## src/rtl/fifo_burst_scheduler.sv

```systemverilog
// fifo_burst_scheduler
//   Shares one write FIFO between two host requesters (round-robin) and
//   drains it toward the SDRAM command engine as fixed-length write bursts.
//   The FIFO only exposes empty/full, so the block tracks occupancy itself.
//
//   Optional feature, macro FLUSH_TIMEOUT_EN: when fewer than BURST_LEN words
//   sit idle for TIMEOUT cycles, a partial burst of the residual words is
//   issued. Without the macro only full BURST_LEN bursts are ever issued.
//
// Ports
//   clk, rst                 clock, async active-low reset
//   req{0,1}_valid/data      requester words in
//   req{0,1}_ready           word accepted this cycle (at most one high)
//   fifo_push/fifo_data_in   FIFO write side
//   fifo_pull/fifo_data_out  FIFO read side (data registered one cycle after pull)
//   fifo_full/fifo_empty     FIFO flags
//   burst_req/burst_ack      burst handshake with the SDRAM engine
//   burst_len                words in the requested burst
//   wr_valid/wr_data/wr_last burst data stream, no backpressure
module fifo_burst_scheduler #(
  parameter int DATA_W    = 16,
  parameter int DEPTH     = 8,
  parameter int BURST_LEN = 4,
  parameter int TIMEOUT   = 16
) (
  input  logic                       clk,
  input  logic                       rst,
  input  logic                       req0_valid,
  input  logic [DATA_W-1:0]          req0_data,
  output logic                       req0_ready,
  input  logic                       req1_valid,
  input  logic [DATA_W-1:0]          req1_data,
  output logic                       req1_ready,
  output logic                       fifo_push,
  output logic [DATA_W-1:0]          fifo_data_in,
  output logic                       fifo_pull,
  input  logic [DATA_W-1:0]          fifo_data_out,
  input  logic                       fifo_full,
  input  logic                       fifo_empty,
  output logic                       burst_req,
  input  logic                       burst_ack,
  output logic [$clog2(DEPTH+1)-1:0] burst_len,
  output logic                       wr_valid,
  output logic [DATA_W-1:0]          wr_data,
  output logic                       wr_last
);
  localparam int CW = $clog2(DEPTH+1);
  localparam logic [CW-1:0] BL = CW'(BURST_LEN);

  typedef enum logic [1:0] {IDLE, REQ, PULL, DRAIN} state_t;

  state_t        state, state_nxt;
  logic [CW-1:0] occ, cnt, cnt_nxt, len_nxt, launch_len;
  logic          prio, launch, burst_req_nxt, pull_nxt, last_nxt;

  // Round-robin grant: prio names the preferred requester.
  assign req0_ready   = !fifo_full && req0_valid && (!prio || !req1_valid);
  assign req1_ready   = !fifo_full && req1_valid && ( prio || !req0_valid);
  assign fifo_push    = req0_ready | req1_ready;
  assign fifo_data_in = req1_ready ? req1_data : req0_data;

  // FIFO read data already lands one cycle after pull, aligned with wr_valid;
  // gating keeps the port at zero outside a data beat and during reset.
  assign wr_data = wr_valid ? fifo_data_out : '0;

  always_ff @(posedge clk or negedge rst) begin
    if (!rst) begin
      prio <= 1'b0;
      occ  <= '0;
    end else begin
      if (req0_ready)      prio <= 1'b1;
      else if (req1_ready) prio <= 1'b0;
      if (fifo_push && !fifo_pull)      occ <= occ + CW'(1);
      else if (!fifo_push && fifo_pull) occ <= occ - CW'(1);
    end
  end

`ifdef FLUSH_TIMEOUT_EN
  localparam int TW = $clog2(TIMEOUT+1);
  localparam logic [TW-1:0] TO_LAST = TW'(TIMEOUT-1);

  logic [TW-1:0] idle_cnt;
  logic          partial;

  // Residual words waiting with no new traffic; any push restarts the wait.
  assign partial = (state == IDLE) && (occ != '0) && (occ < BL) && !fifo_push;

  always_ff @(posedge clk or negedge rst) begin
    if (!rst)                   idle_cnt <= '0;
    else if (partial && !launch) idle_cnt <= idle_cnt + TW'(1);
    else                        idle_cnt <= '0;
  end

  always_comb begin
    launch     = (occ >= BL);
    launch_len = BL;
    if (partial && idle_cnt == TO_LAST) begin
      launch     = 1'b1;
      launch_len = occ;
    end
  end
`else
  assign launch     = (occ >= BL);
  assign launch_len = BL;
`endif

  always_comb begin
    state_nxt     = state;
    cnt_nxt       = cnt;
    burst_req_nxt = burst_req;
    len_nxt       = burst_len;
    pull_nxt      = 1'b0;
    last_nxt      = 1'b0;
    case (state)
      IDLE: if (launch) begin
        burst_req_nxt = 1'b1;
        len_nxt       = launch_len;
        state_nxt     = REQ;
      end
      REQ: if (burst_ack) begin
        burst_req_nxt = 1'b0;
        cnt_nxt       = burst_len;
        pull_nxt      = 1'b1;
        state_nxt     = PULL;
      end
      // cnt counts pulls still to issue including the one on the wire now.
      PULL: begin
        cnt_nxt = cnt - CW'(1);
        if (cnt == CW'(1)) begin
          last_nxt  = 1'b1;
          state_nxt = DRAIN;
        end else begin
          pull_nxt = 1'b1;
        end
      end
      DRAIN: state_nxt = IDLE;
      default: state_nxt = IDLE;
    endcase
  end

  always_ff @(posedge clk or negedge rst) begin
    if (!rst) begin
      state     <= IDLE;
      cnt       <= '0;
      burst_req <= 1'b0;
      burst_len <= '0;
      fifo_pull <= 1'b0;
      wr_valid  <= 1'b0;
      wr_last   <= 1'b0;
    end else begin
      state     <= state_nxt;
      cnt       <= cnt_nxt;
      burst_req <= burst_req_nxt;
      burst_len <= len_nxt;
      fifo_pull <= pull_nxt;
      wr_valid  <= fifo_pull;
      wr_last   <= last_nxt;
    end
  end

`ifndef SYNTHESIS
  localparam bit CFG_OK = (BURST_LEN >= 1) && (BURST_LEN <= DEPTH) && (TIMEOUT >= 1);
  // A pull against an empty FIFO means occ drifted from the real FIFO.
  a_no_pull_empty: assert property (@(posedge clk) disable iff (!rst) !(fifo_pull && fifo_empty));
  a_cfg_ok:        assert property (@(posedge clk) CFG_OK);
`endif

endmodule

```

## config.mk

```make
export PLATFORM = sky130hd
export DESIGN_NAME = fifo_burst_scheduler
export DESIGN_NICKNAME = d
export VERILOG_FILES = /design/src/rtl/fifo_burst_scheduler.sv
export SDC_FILE = /design/constraint.sdc
export NUM_CORES = 1
export LEC_CHECK = 0
export ABC_AREA = 1
export BUFFER_PORTS_ARGS = -buffer_cell sky130_fd_sc_hd__clkbuf_2
export CORE_MARGIN = 10
export CORE_UTILIZATION = 40
export DETAILED_ROUTE_END_ITERATION = 16
export GPL_TIMING_DRIVEN = 0
export PLACE_DENSITY = 0.86
export SYNTH_ARGS = -nofsm -noshare
export SYNTH_HDL_FRONTEND = slang
export SYNTH_SLANG_ARGS = --single-unit
```

## constraint.sdc

```tcl
create_clock -name clk -period 2.9 [get_ports clk]
set_input_delay 0.29 -clock clk [delete_from_list [all_inputs] [get_ports clk]]
set_output_delay 0.29 -clock clk [all_outputs]
set_load 0.03 [all_outputs]
```

Yosys cells after proc, flatten, opt, wreduce, memory -nomap -nowiden

Index checks and enable logic that the tools add are counted.

$add $sub $neg: 3
Equal/unequal tests: 7
Muxes and demuxes: 20
Reduce and logical (&&, ||, !) cells: 23
Bitwise gates (word level): 1
Order comparisons: 1

Operators with widths:

| cell                                                                   | count |
|---|---|
| 16-bit two-way mux                                                     | 2 |
| 4-bit two-way mux                                                      | 3 |
| 1-bit two-way mux                                                      | 8 |
| 2-bit case mux with 4 select lines                                     | 1 |
| 4-bit case mux with 2 select lines                                     | 1 |
| 2-bit nonzero test                                                     | 4 |
| 4-bit by 1-bit subtractor with 4-bit output (second input constant)    | 2 |
| 1-bit logical AND                                                      | 6 |
| 1-bit logical NOT                                                      | 6 |
| 2-bit two-way mux                                                      | 3 |
| 2-bit != test (second input constant)                                  | 3 |
| 3-bit AND reduction                                                    | 2 |
| 4-bit by 1-bit adder with 4-bit output (second input constant)         | 1 |
| 2-bit equality test (second input constant)                            | 2 |
| 4-bit by 1-bit equality test with 1-bit output (second input constant) | 1 |
| 4-bit by 3-bit >= comparator with 1-bit output (second input constant) | 1 |
| 1-bit case mux with 2 select lines                                     | 2 |
| 2-bit AND reduction                                                    | 2 |
| 2-bit by 1-bit equality test with 1-bit output (second input constant) | 1 |
| 2-bit logical NOT                                                      | 1 |
| 1-bit logical OR                                                       | 2 |
| 1-bit bitwise OR                                                       | 1 |

Flip-flop bits (word level): 16
Bits of input ports: 55

Longest topological paths before layout

Depth after elaboration: 8
Gate-level depth with buffers: 17
Gate-level depth less buffers: 15

Worst setup path after synthesis

OpenSTA, ideal clock, no wires.

Path type: register to register
Start point: reg prio
End point: reg occ[3]
Slack: 568 ps
Clock period less this slack: 2332 ps
Setup time: 116 ps
Arrival time: 2216 ps
Path buffers: 2
Stages on the path, launching flop included: 16
Path through: dfrtp_1 -> inv_2 -> nand2_1 -> and3_1 -> buf_6 -> inv_8 -> buf_6 -> nand2_1 -> ha_1 -> inv_1 -> ha_1 -> or2_2 -> nand3_1 -> nand2_1 -> nand2_1 -> nand2_1

Word-level cells in the longest chain between the ends: 7
Elaborated cells between the ends (all ways): 11
Classes of those cells: mux: 1; bitwise: 1; reduce/logical: 9

RTL lines:

| element                      | line | source |
|---|---|---|
| start: declaration           | 54   | `logic prio, launch, burst_req_nxt, pull_nxt, last_nxt;` |
| start signal: assignment     | 68   | `prio <= 1'b0;` |
| start signal: assignment     | 71   | `if (req0_ready) prio <= 1'b1;` |
| start signal: assignment     | 72   | `else if (req1_ready) prio <= 1'b0;` |
| 1-bit logical NOT            | 57   | `assign req0_ready = !fifo_full && req0_valid && (!prio \|\| !req1_valid);` |
| 1-bit logical OR             | 57   |  |
| 1-bit logical AND            | 57   |  |
| 1-bit bitwise OR (*)         | 59   | `assign fifo_push = req0_ready \| req1_ready;` |
| net fifo_push                | 34   | `output logic fifo_push,` |
| 1-bit logical NOT            | 74   | `else if (!fifo_push && fifo_pull) occ <= occ - CW'(1);` |
| 1-bit logical AND            | 74   |  |
| 2-bit nonzero test (no line) | --   |  |
| end signal: assignment       | 73   | `if (fifo_push && !fifo_pull) occ <= occ + CW'(1);` |
| end signal: assignment       | 74   |  |
| end: declaration             | 53   | `logic [CW-1:0] occ, cnt, cnt_nxt, len_nxt, launch_len;` |

Mark *: on every way through the listed nets, which the timed path passes. The rest lies on a longest branch.
A chain may end at the register's enable or synchronous reset.

Worst setup path in the final report

Start point: reg prio
End point: reg occ[3]

Word-level cells in the longest chain between the ends: 7
Elaborated cells between the ends (all ways): 11
Classes of those cells: mux: 1; bitwise: 1; reduce/logical: 9

RTL lines:

| element                      | line |
|---|---|
| 1-bit logical NOT            | 57 |
| 1-bit logical OR             | 57 |
| 1-bit logical AND            | 57 |
| 1-bit bitwise OR (*)         | 59 |
| 1-bit logical NOT            | 74 |
| 1-bit logical AND            | 74 |
| 2-bit nonzero test (no line) | -- |

Every way passes the cells marked *; elsewhere a longest branch is shown, timed or not.

==> metrics.md <==
| Metric | Value |
|---|---|
| CTS HTree Levels | 1 |
| Wire per inst | approximately 11 um |
| Critical R2R Capture | occ[3]$_DFFE_PN0P_ |
| Largest net degree at the start of global routing | 17 |
| Starting Density | 0.4160 |
| CTS tree | yes |
| Register area share after synthesis | 0.3153 |
| Clock buffer depth | 2 |
| #FFs+latches synth | 16 |
| P&R area growth vs syn | 45.22% |
| FMAX | between 400 and 500 MHz |
| Layout cells sized above 1 | 0.3704 |
| Most used cells in the layout excluding fill and tap cells | 96 x nand2_1, 93 x clkbuf_2, 33 x inv_1 |
| Top cells by area, synth | dfrtp_1 32%, nand2_1 28%, inv_1 9.8%, ha_1 7.9%, buf_6 2.7% |
| Root Driver | clkbuf_4 |
| Port buffer count | 93 |
| Post-detailed-route count of antenna-violating nets | 0 |
| Die area | a little under 6000 um^2 |
| Net count, final | roughly 360 |
| Die Span Y | 76.35 um |
| Antenna violations before repair | 0 |
| Peak VDD IR | roughly 0.30 mV |
| CTS Buf Count | 3 |
| Worst-path maximum fanout | 10 |
| Worst-path clk slew | ~0.10 ns |
| Core ar. | just over 3000 um^2 |
| Vias in the first global route | between 1500 and 2000 |
| # Post-CTS Setup Buffers | 0 |
| Final period util | 0.7886 |
| Kind of critical path | reg -> reg |
| Worst min path class | in -> reg |
| Unrepaired setup endpoints after global routing | no |
| EDFF count, synth | 0 |
| Final Routed Wirelength | 3.842 mm |
| Critical Path Source Type | register |
| R2R depth | 15 |
| Slew Viols, Final | 0 |
| Top-area cell type share of the netlist area | 0.3153 |
| Vias per inst | ~4.3 |
| Antenna fix cells | 0 |
| DR DRC count | 0 |
| Row count | 20 |
| Commonest non-fill, non-tap cell in the layout | nand2_1 |
| Leak Pwr | roughly 1.3 nW |
| Worst Setup End Kind | register |
| Final core utilization | 0.6041 |
| FF-to-FF setup slack | 0.61 ns |
| WHS Endpoint | cnt[3]$_DFFE_PN0P_ |
| Worst r2r src | prio$_DFFE_PN0N_ |
| Mapped Area | 1270 um^2 |
| Clock Latency Late Sink | 0.29 ns |
| Fill cells | 304 |
| DR vias | about 1500 |
| I/O Pins | between 90 and 100 |
| First-pass iteration count of the detailed router | 4 |
| Run status | finished, final reports clean |
| Min Tclk post-route | approximately 2.3 ns |
| Number of clock sinks | 16 |
| Async SR Flop Fraction | 1.000 |
| Power per cell area | ~770 nW/um^2 |
| Hold path depth | 4 |
| Total GRT Usage | 0.1350 |
| Post-Syn Instances | ~200 |
| Req. time, crit path | slightly above 3 ns |
| Clk_skew | roughly 0.0033 ns |
| Die X | 76.35 um |
| Mean Syn Cell Area | 6.447 um^2 |
| TNS Setup | 0 ns |
| Gp weighted congestion | between 0.8 and 0.9 |
| Final setup fails | 0 |
| Yosys cell types | 26 |
| Ys Warns | 0 |
| Initial DRC count | 66 |
| Detail Placement HPWL | between 3 and 4 mm |
| Final Hold Viols | 0 |
| Post-synth top area cell | dfrtp_1 |
| Worst EP arrival | 2.47 ns |
| Min-delay src | burst_ack |
| Total gr overflow | 0 |
| Max-cap viol count | 0 |
| Top_reg_cell synth | dfrtp_1 |
| First-pass GRT wire length | 6.782 mm |
-- layer usage --
metal | GRT usage | routed length (um)
met1 | 0.1388 | 1531
met2 | 0.2347 | 1787
met3 | 0.05425 | 460
met4 | 0.06134 | 62
met5 | 0 | 0
-- sequential cells by signal, indices dropped and copies added (netlist names) --
name       cells
fifo_pull      1
prio           1
burst_req      1
wr_valid       1
wr_last        1
burst_len      1
cnt            4
occ            4
state          2
-- layout make-up --
| type | instances | area [um^2] | area share |
|---|---|---|---|
| buffer | 8 | 65.06 | 0.03528 |
| tap | 44 | 55.05 | 0.02985 |
| timing repair buffer | 94 | 475.5 | 0.2578 |
| clock buffer | 4 | 36.28 | 0.01967 |
| multi-input combinational | 140 | 673.1 | 0.3650 |
| sequential | 16 | 400.4 | 0.2171 |
| inverter | 35 | 138.9 | 0.07531 |
-- worst max-delay path, cell delays in order (launching register included) --
cell     delay, ns
dfrtp_1       0.38
inv_2         0.06
nand2_1       0.04
and3_1        0.14
buf_6         0.15
inv_8         0.07
buf_6         0.13
nand2_1       0.08
ha_1          0.21
inv_1         0.13
ha_1          0.27
or2_2         0.29
nand3_1       0.08
nand2_1       0.05
nand2_1       0.05
nand2_1       0.05
-- cell usage after synthesis, types with 2 or more instances --
master and instances:
nor2_1 6, dfrtp_1 16, buf_4 3, a21oi_1 2
ha_1 8, buf_6 3, nor3_1 2, nand3_1 6
inv_1 33, o21ai_0 5, xnor2_1 3, nand2_1 96
-- how the worst max path moves through the flow --
stage | endpoint | from | cells past startpoint
after detailed placement | occ[3]$_DFFE_PN0P_ | prio$_DFFE_PN0N_ | 15
after global routing | occ[3]$_DFFE_PN0P_ | prio$_DFFE_PN0N_ | 15
after floorplan | occ[3]$_DFFE_PN0P_ | prio$_DFFE_PN0N_ | 15
after CTS | occ[3]$_DFFE_PN0P_ | prio$_DFFE_PN0N_ | 15
after global placement | occ[3]$_DFFE_PN0P_ | prio$_DFFE_PN0N_ | 15
final | occ[3]$_DFFE_PN0P_ | prio$_DFFE_PN0N_ | 15
-- where the power goes --
part           switching (W)  total, W  internal [W]
clock network      0.0000737  0.000150     0.0000764
registers          0.0000763  0.000393      0.000317
logic               0.000548  0.000869      0.000321
-- cells by family (layout without fill, tap and decap cells) --
group / count (synthesis) / after routing / synth area share
AOI/OAI and AO/OA: 12 / 12 / 0.05814
xor gates and xnor gates: 3 / 3 / 0.02069
adders and majority gates: 9 / 9 / 0.09459
buffers and inverters: 43 / 141 / 0.1606
DFF: 16 / 16 / 0.3153
other: 1 / 3 / 0.002953
and+or+nand+nor: 113 / 113 / 0.3478
-- repair_timing --
item,CTS,global route
resized for setup,0,0
hold endpoints to repair,16,0
hold buffers,1,0
-- stage by stage --
stage	hold WS (ns)	instance area [um^2]	setup WS, ns	power [W]	instances
finish	0.3241	1844	0.6132	0.001412	341
global route	0.3402	1844	0.4338	0.001572	341
CTS	0.3244	1844	0.5768	0.001430	341
detailed placement	0.2408	1798	0.5955	0.001276	336
global placement	0.2296	1798	0.6530	0.001230	336
floorplan	-0.005591	1277	0.5681	0.001036	199
Note: power is estimated with default switching activity, not from simulation.
